$ cat src/rtl/hamming_pkg.sv
// Shared types and constants for the serial Hamming similarity/distance unit.
package hamming_pkg;

    typedef enum logic [1:0] {
        IDLE,
        BUSY,
        DONE
    } state_t;

    localparam logic MOD_BENZERLIK = 1'b0;
    localparam logic MOD_MESAFE    = 1'b1;

endpackage

$ cat src/rtl/hamming_parca.sv
// Combinational popcount of one C-bit chunk.
module hamming_parca #(
    parameter int C  = 4,
    parameter int PW = $clog2(C + 1)
) (
    input  logic [C-1:0]  chunk,
    output logic [PW-1:0] cnt
);

    always_comb begin
        cnt = '0;
        for (int unsigned i = 0; i < C; i++) begin
            cnt = cnt + PW'(chunk[i]);
        end
    end

endmodule

$ cat src/rtl/hamming_benzer_seri.sv
// Serial Hamming similarity/distance unit, C bits per cycle, LSB chunk first.
// Optional threshold compare (esik/esik_gecti) enabled by HAMMING_ESIK_EN.
module hamming_benzer_seri
    import hamming_pkg::*;
#(
    parameter int W = 16,
    parameter int C = 4
) (
    input  logic                      clk,
    input  logic                      rst_n,
    input  logic                      in_valid,
    output logic                      in_ready,
    input  logic [W-1:0]              A,
    input  logic [W-1:0]              B,
    input  logic                      mode,
`ifdef HAMMING_ESIK_EN
    input  logic [$clog2(W+1)-1:0]    esik,
    output logic                      esik_gecti,
`endif
    output logic                      out_valid,
    input  logic                      out_ready,
    output logic [$clog2(W+1)-1:0]    HB
);

    localparam int N  = W / C;
    localparam int CW = $clog2(W + 1);
    localparam int PW = $clog2(C + 1);
    localparam int KW = (N > 1) ? $clog2(N) : 1;

    if ((C < 1) || (C > W) || ((W % C) != 0)) begin : g_param_chk
        $error("hamming_benzer_seri: W must be a multiple of C and 1 <= C <= W");
    end

    state_t          state_q, state_d;
    logic [W-1:0]    vec_q;
    logic [CW-1:0]   acc_q;
    logic [KW-1:0]   k_q;
    logic [CW-1:0]   hb_q;
    logic [C-1:0]    chunk;
    logic [PW-1:0]   cnt;
    logic [CW-1:0]   sum;
    logic            last;

    // XOR/XNOR is folded in at accept, so only the bit vector to count is kept.
    assign chunk = vec_q[k_q * C +: C];
    assign sum   = acc_q + CW'(cnt);
    assign last  = (k_q == KW'(N - 1));

    hamming_parca #(.C(C), .PW(PW)) u_parca (
        .chunk (chunk),
        .cnt   (cnt)
    );

    always_comb begin
        state_d = state_q;
        case (state_q)
            IDLE:    if (in_valid) state_d = BUSY;
            BUSY:    if (last) state_d = DONE;
            DONE:    if (out_ready) state_d = IDLE;
            default: state_d = IDLE;
        endcase
    end

`ifdef HAMMING_ESIK_EN
    logic [CW-1:0] esik_q;
    logic          gecti_q;

    always_ff @(posedge clk) begin
        if (!rst_n) begin
            esik_q  <= '0;
            gecti_q <= 1'b0;
        end else if (state_q == IDLE && in_valid) begin
            esik_q <= esik;
        end else if (state_q == BUSY && last) begin
            gecti_q <= (sum >= esik_q);
        end
    end

    assign esik_gecti = gecti_q;
`endif

    always_ff @(posedge clk) begin
        if (!rst_n) begin
            state_q <= IDLE;
            vec_q   <= '0;
            acc_q   <= '0;
            k_q     <= '0;
            hb_q    <= '0;
        end else begin
            state_q <= state_d;
            case (state_q)
                IDLE: begin
                    if (in_valid) begin
                        vec_q <= (mode == MOD_MESAFE) ? (A ^ B) : ~(A ^ B);
                        acc_q <= '0;
                        k_q   <= '0;
                    end
                end
                BUSY: begin
                    if (last) begin
                        hb_q <= sum;
                    end else begin
                        acc_q <= sum;
                        k_q   <= k_q + 1'b1;
                    end
                end
                default: ;
            endcase
        end
    end

    assign in_ready  = rst_n && (state_q == IDLE);
    assign out_valid = (state_q == DONE);
    assign HB        = hb_q;

endmodule

$ cat config.mk
export PLATFORM = sky130hd
export DESIGN_NAME = hamming_benzer_seri
export DESIGN_NICKNAME = d
export VERILOG_FILES = /design/src/rtl/hamming_pkg.sv /design/src/rtl/hamming_parca.sv /design/src/rtl/hamming_benzer_seri.sv
export SDC_FILE = /design/constraint.sdc
export NUM_CORES = 1
export LEC_CHECK = 0
export CAP_MARGIN = 10
export CORE_ASPECT_RATIO = 1.75
export CORE_MARGIN = 4
export CORE_UTILIZATION = 43
export CTS_CLUSTER_SIZE = 24
export DETAILED_ROUTE_END_ITERATION = 12
export PLACE_DENSITY_LB_ADDON = 0.15
export RECOVER_POWER = 50
export SETUP_SLACK_MARGIN = 0.02
export SYNTH_ARGS = -nofsm -noshare
export SYNTH_HDL_FRONTEND = slang
export SYNTH_HIERARCHICAL = 1
export SYNTH_SLANG_ARGS = --single-unit
$ cat constraint.sdc
create_clock -name clk -period 2.6 [get_ports clk]
set_input_delay 0.78 -clock clk [delete_from_list [all_inputs] [get_ports clk]]
set_output_delay 0.78 -clock clk [all_outputs]
set_load 0.05 [all_outputs]
==> impl_results.md <==
* Worst hold margin at 500 ps
* DR pass1 iterations at 4
* Netlist cell types at 30
* Max rail drop VDD at 0.520 mV
* Register clock-pin slew on the reported worst setup and hold paths at 70 ps
* Pin count of the biggest net entering global routing at 33
* # setup viols final at 8
* GRT met2 Usage at 0.322
* First-pass GRT wire length at 6090 microns
* Crit-path max FO at 4
* Vias at 1378
* Die X at 54.7 microns
* Share of post-route cells with drive strength above 1 at 0.220
* CTS Hold Bufs at 0
* Initial core utilization at 0.449
* Synth warnings at 6
* Row Count at 29
* CP startpoint: k_q[1]$_SDFFE_PN0P_
* Worst path required time at 2760 ps
* Syn avg cell area at 9.61 sq um
* Die height at 89.8 microns
* TritonCTS clock tree: built
* Post-Syn Area at 1640 sq um
* Largest area contributor in the synthesized netlist: dfxtp_1
* Drt drc at 0
* Count leader, synth: xnor2_1
* Top cells by area, synth: dfxtp_1 (37%), xnor2_1 (18%), a21oi_1 (5.8%), o21ai_0 (5.8%), mux4_2 (5.5%)
* Post-synth top cells: xnor2_1 (33), dfxtp_1 (30), a21oi_1 (19), o21ai_0 (19), inv_1 (11)
* Dominant synthesized flop cell: dfxtp_1
* IO buf count at 43
* R2R Setup Slk at -170 ps
* Final Hold Fails at 0
* Syn Nets at 216
* Hold_sp: HB[2]$_SDFFE_PN0P_
* WP data arrival at 2940 ps
* Tcrit/Tclk final at 1.07
* R2r startpoint: k_q[1]$_SDFFE_PN0P_
* Register area share after synthesis at 0.365
* Setup ws final at -174 ps
* RSZ-0062 raised after global routing: yes
* Skew final at 7.48 ps
* Pins Over Slew Limit at 0
* Core footprint at 3660 sq um
* Placed Area at 2220 sq um
* Setup TNS at -1060 ps
* Core Util, Final at 0.650
* CP top delay family: adder cells
* Placed Cells at 258
* Synth Register Bits at 30
* Post-DP HPWL at 2880 microns
* Max Cap Viol at 0
* P_leak at 0.878 nW
* Crit Path Class: reg -> reg
* Hold Path Depth at 2
* Die area at 4920 sq um
* Boundary Pins at 44
* Max Freq at 361 MHz
* Num CTS Buffers at 5
* Antenna violations before repair at 0
* Status: finished with violations
* Clock sink count at 30
* ANT cells at 0
* Root buffer cell: clkbuf_8
* Total Wirelength at 3660 microns
* Reg area at 608 sq um
* Place WS at -215 ps
* Total track usage at 0.165
* Power, Total at 1.31 mW
* Worst Setup Start Kind: register
* Number of global-route vias before repair at 1423
* Gr ovfl total at 0
* Synth-to-layout area growth at 44.9%
* DRC marker count from the first detailed-route iteration at 28
* Most frequent CP cell: inv_2
* Number of synthesized flops with an enable pin at 0
* GRT Max-Usage Layer: met2
* Multi-input gate area at 1030 sq um
* Worst Max-Slew Pin Slew at 542 ps
* RD Place Congestion at 0.760
* Routed Antenna Nets at 0
* Met3 GRT Util at 0.0381
* Fin cells at 269
* FFs w/ async S/R, synth at 0
* Pwr dens at 552 nW/um^2
* R2r worst-path depth at 12
* CP Buf/Inv Count at 3
* Slowest stage cell, crit path: fa_1
* Synth top area share at 0.365
* Worst path max stage delay at 550 ps
* Crit path capture type: register
* Tmin final at 2770 ps
* Clk buf depth at 2
* Post-Syn Instances at 171
* Vias per cell at 5.12
* Depth of the CTS H-tree at 2
* Design Area, Final at 2380 sq um
* Fill cells at 300
* Detailed-route wire length per cell at 13.6 microns
* Clock latency at the later pin of the worst-skew pair at 280 ps
* Worst r2r dst: HB[4]$_SDFFE_PN0P_
* Nets@finish at 267
* Failing checks: negative setup slack
* Relative slew slack at 0.638
* Hold Path Class: reg -> reg
* Worst path cell trace: mux4_2 > inv_2 > fa_1 > inv_2 > ha_4 > ha_4 > inv_2 > fa_2 > nor2b_1 > o21ai_1 > xor2_1 > a21oi_1
* M1 GR Usage at 0.148
* Hold Path End: HB[2]$_SDFFE_PN0P_
-- kinds of logic after synthesis --
logic type	count (synthesis)	share of synthesized area
adders and majority gates	8	0.0700
AOI/OAI and AO/OA	46	0.153
and+or+nand+nor	25	0.0982
DFF	30	0.365
muxes	7	0.0731
buffers and inverters	21	0.0594
xor gates and xnor gates	34	0.181
-- flip-flops by register name (all words and copies together), names as in the netlist --
name and cells:
acc_q 5, k_q 2, vec_q 16, state_q 2, HB 5
-- worst min-delay path, stage by stage (launching register included) --
cell     delay, ps
dfxtp_1        320
mux2i_1         60
nor2_1          80
-- per-layer routing --
| metal | wire, microns | vias to the layer above |
|---|---|---|
| met1 | 1260 | 652 |
| met2 | 2200 | 32 |
| met3 | 151 | 5 |
| li1 | - | 689 |
| met4 | 53 | 0 |
| met5 | 0 | - |
-- repair_timing --
item / 4_1_cts / 5_1_grt
gates resized for setup: 6 / 3
pin swaps: 13 / 3
buffers inserted: 2 / 1
setup endpoints to repair: 8 / 8
-- area by class of cell --
| class | count | share of cell area |
|---|---|---|
| clock buffers | 5 | 0.0289 |
| inverters | 11 | 0.0173 |
| flip-flops and latches | 30 | 0.255 |
| multi-input cells | 120 | 0.433 |
| repair buffers | 54 | 0.224 |
| clock inverters | 3 | 0.0168 |
| well taps | 46 | 0.0242 |
-- how the worst max path moves through the flow --
| stage | end | slack, ps | depth (start not counted) |
|---|---|---|---|
| 3_3_place_gp | HB[4]$_SDFFE_PN0P_ | -130 | 12 |
| 4_1_cts | HB[4]$_SDFFE_PN0P_ | -190 | 12 |
| 2_1_floorplan | HB[4]$_SDFFE_PN0P_ | -40 | 12 |
| 6_report | HB[4]$_SDFFE_PN0P_ | -170 | 12 |
| 3_5_place_dp | HB[4]$_SDFFE_PN0P_ | -220 | 12 |
| 5_1_grt | acc_q[3]$_SDFFE_PN0P_ | -260 | 11 |
-- placed cells by master (no fill, tap or decap), types with 4 or more instances in the layout --
cell	n
dfxtp_1	28
inv_2	7
a21oi_1	18
clkdlybuf4s50_1	40
xnor2_1	32
inv_1	4
clkbuf_8	5
nor2_1	10
buf_4	9
mux4_2	4
o21ai_0	17
-- report_power, final --
| group | internal, mW | switching (mW) |
|---|---|---|
| Sequential | 0.491 | 0.0226 |
| Combinational | 0.194 | 0.151 |
| Clock | 0.282 | 0.175 |
Note: power is estimated with default switching activity, not from simulation.
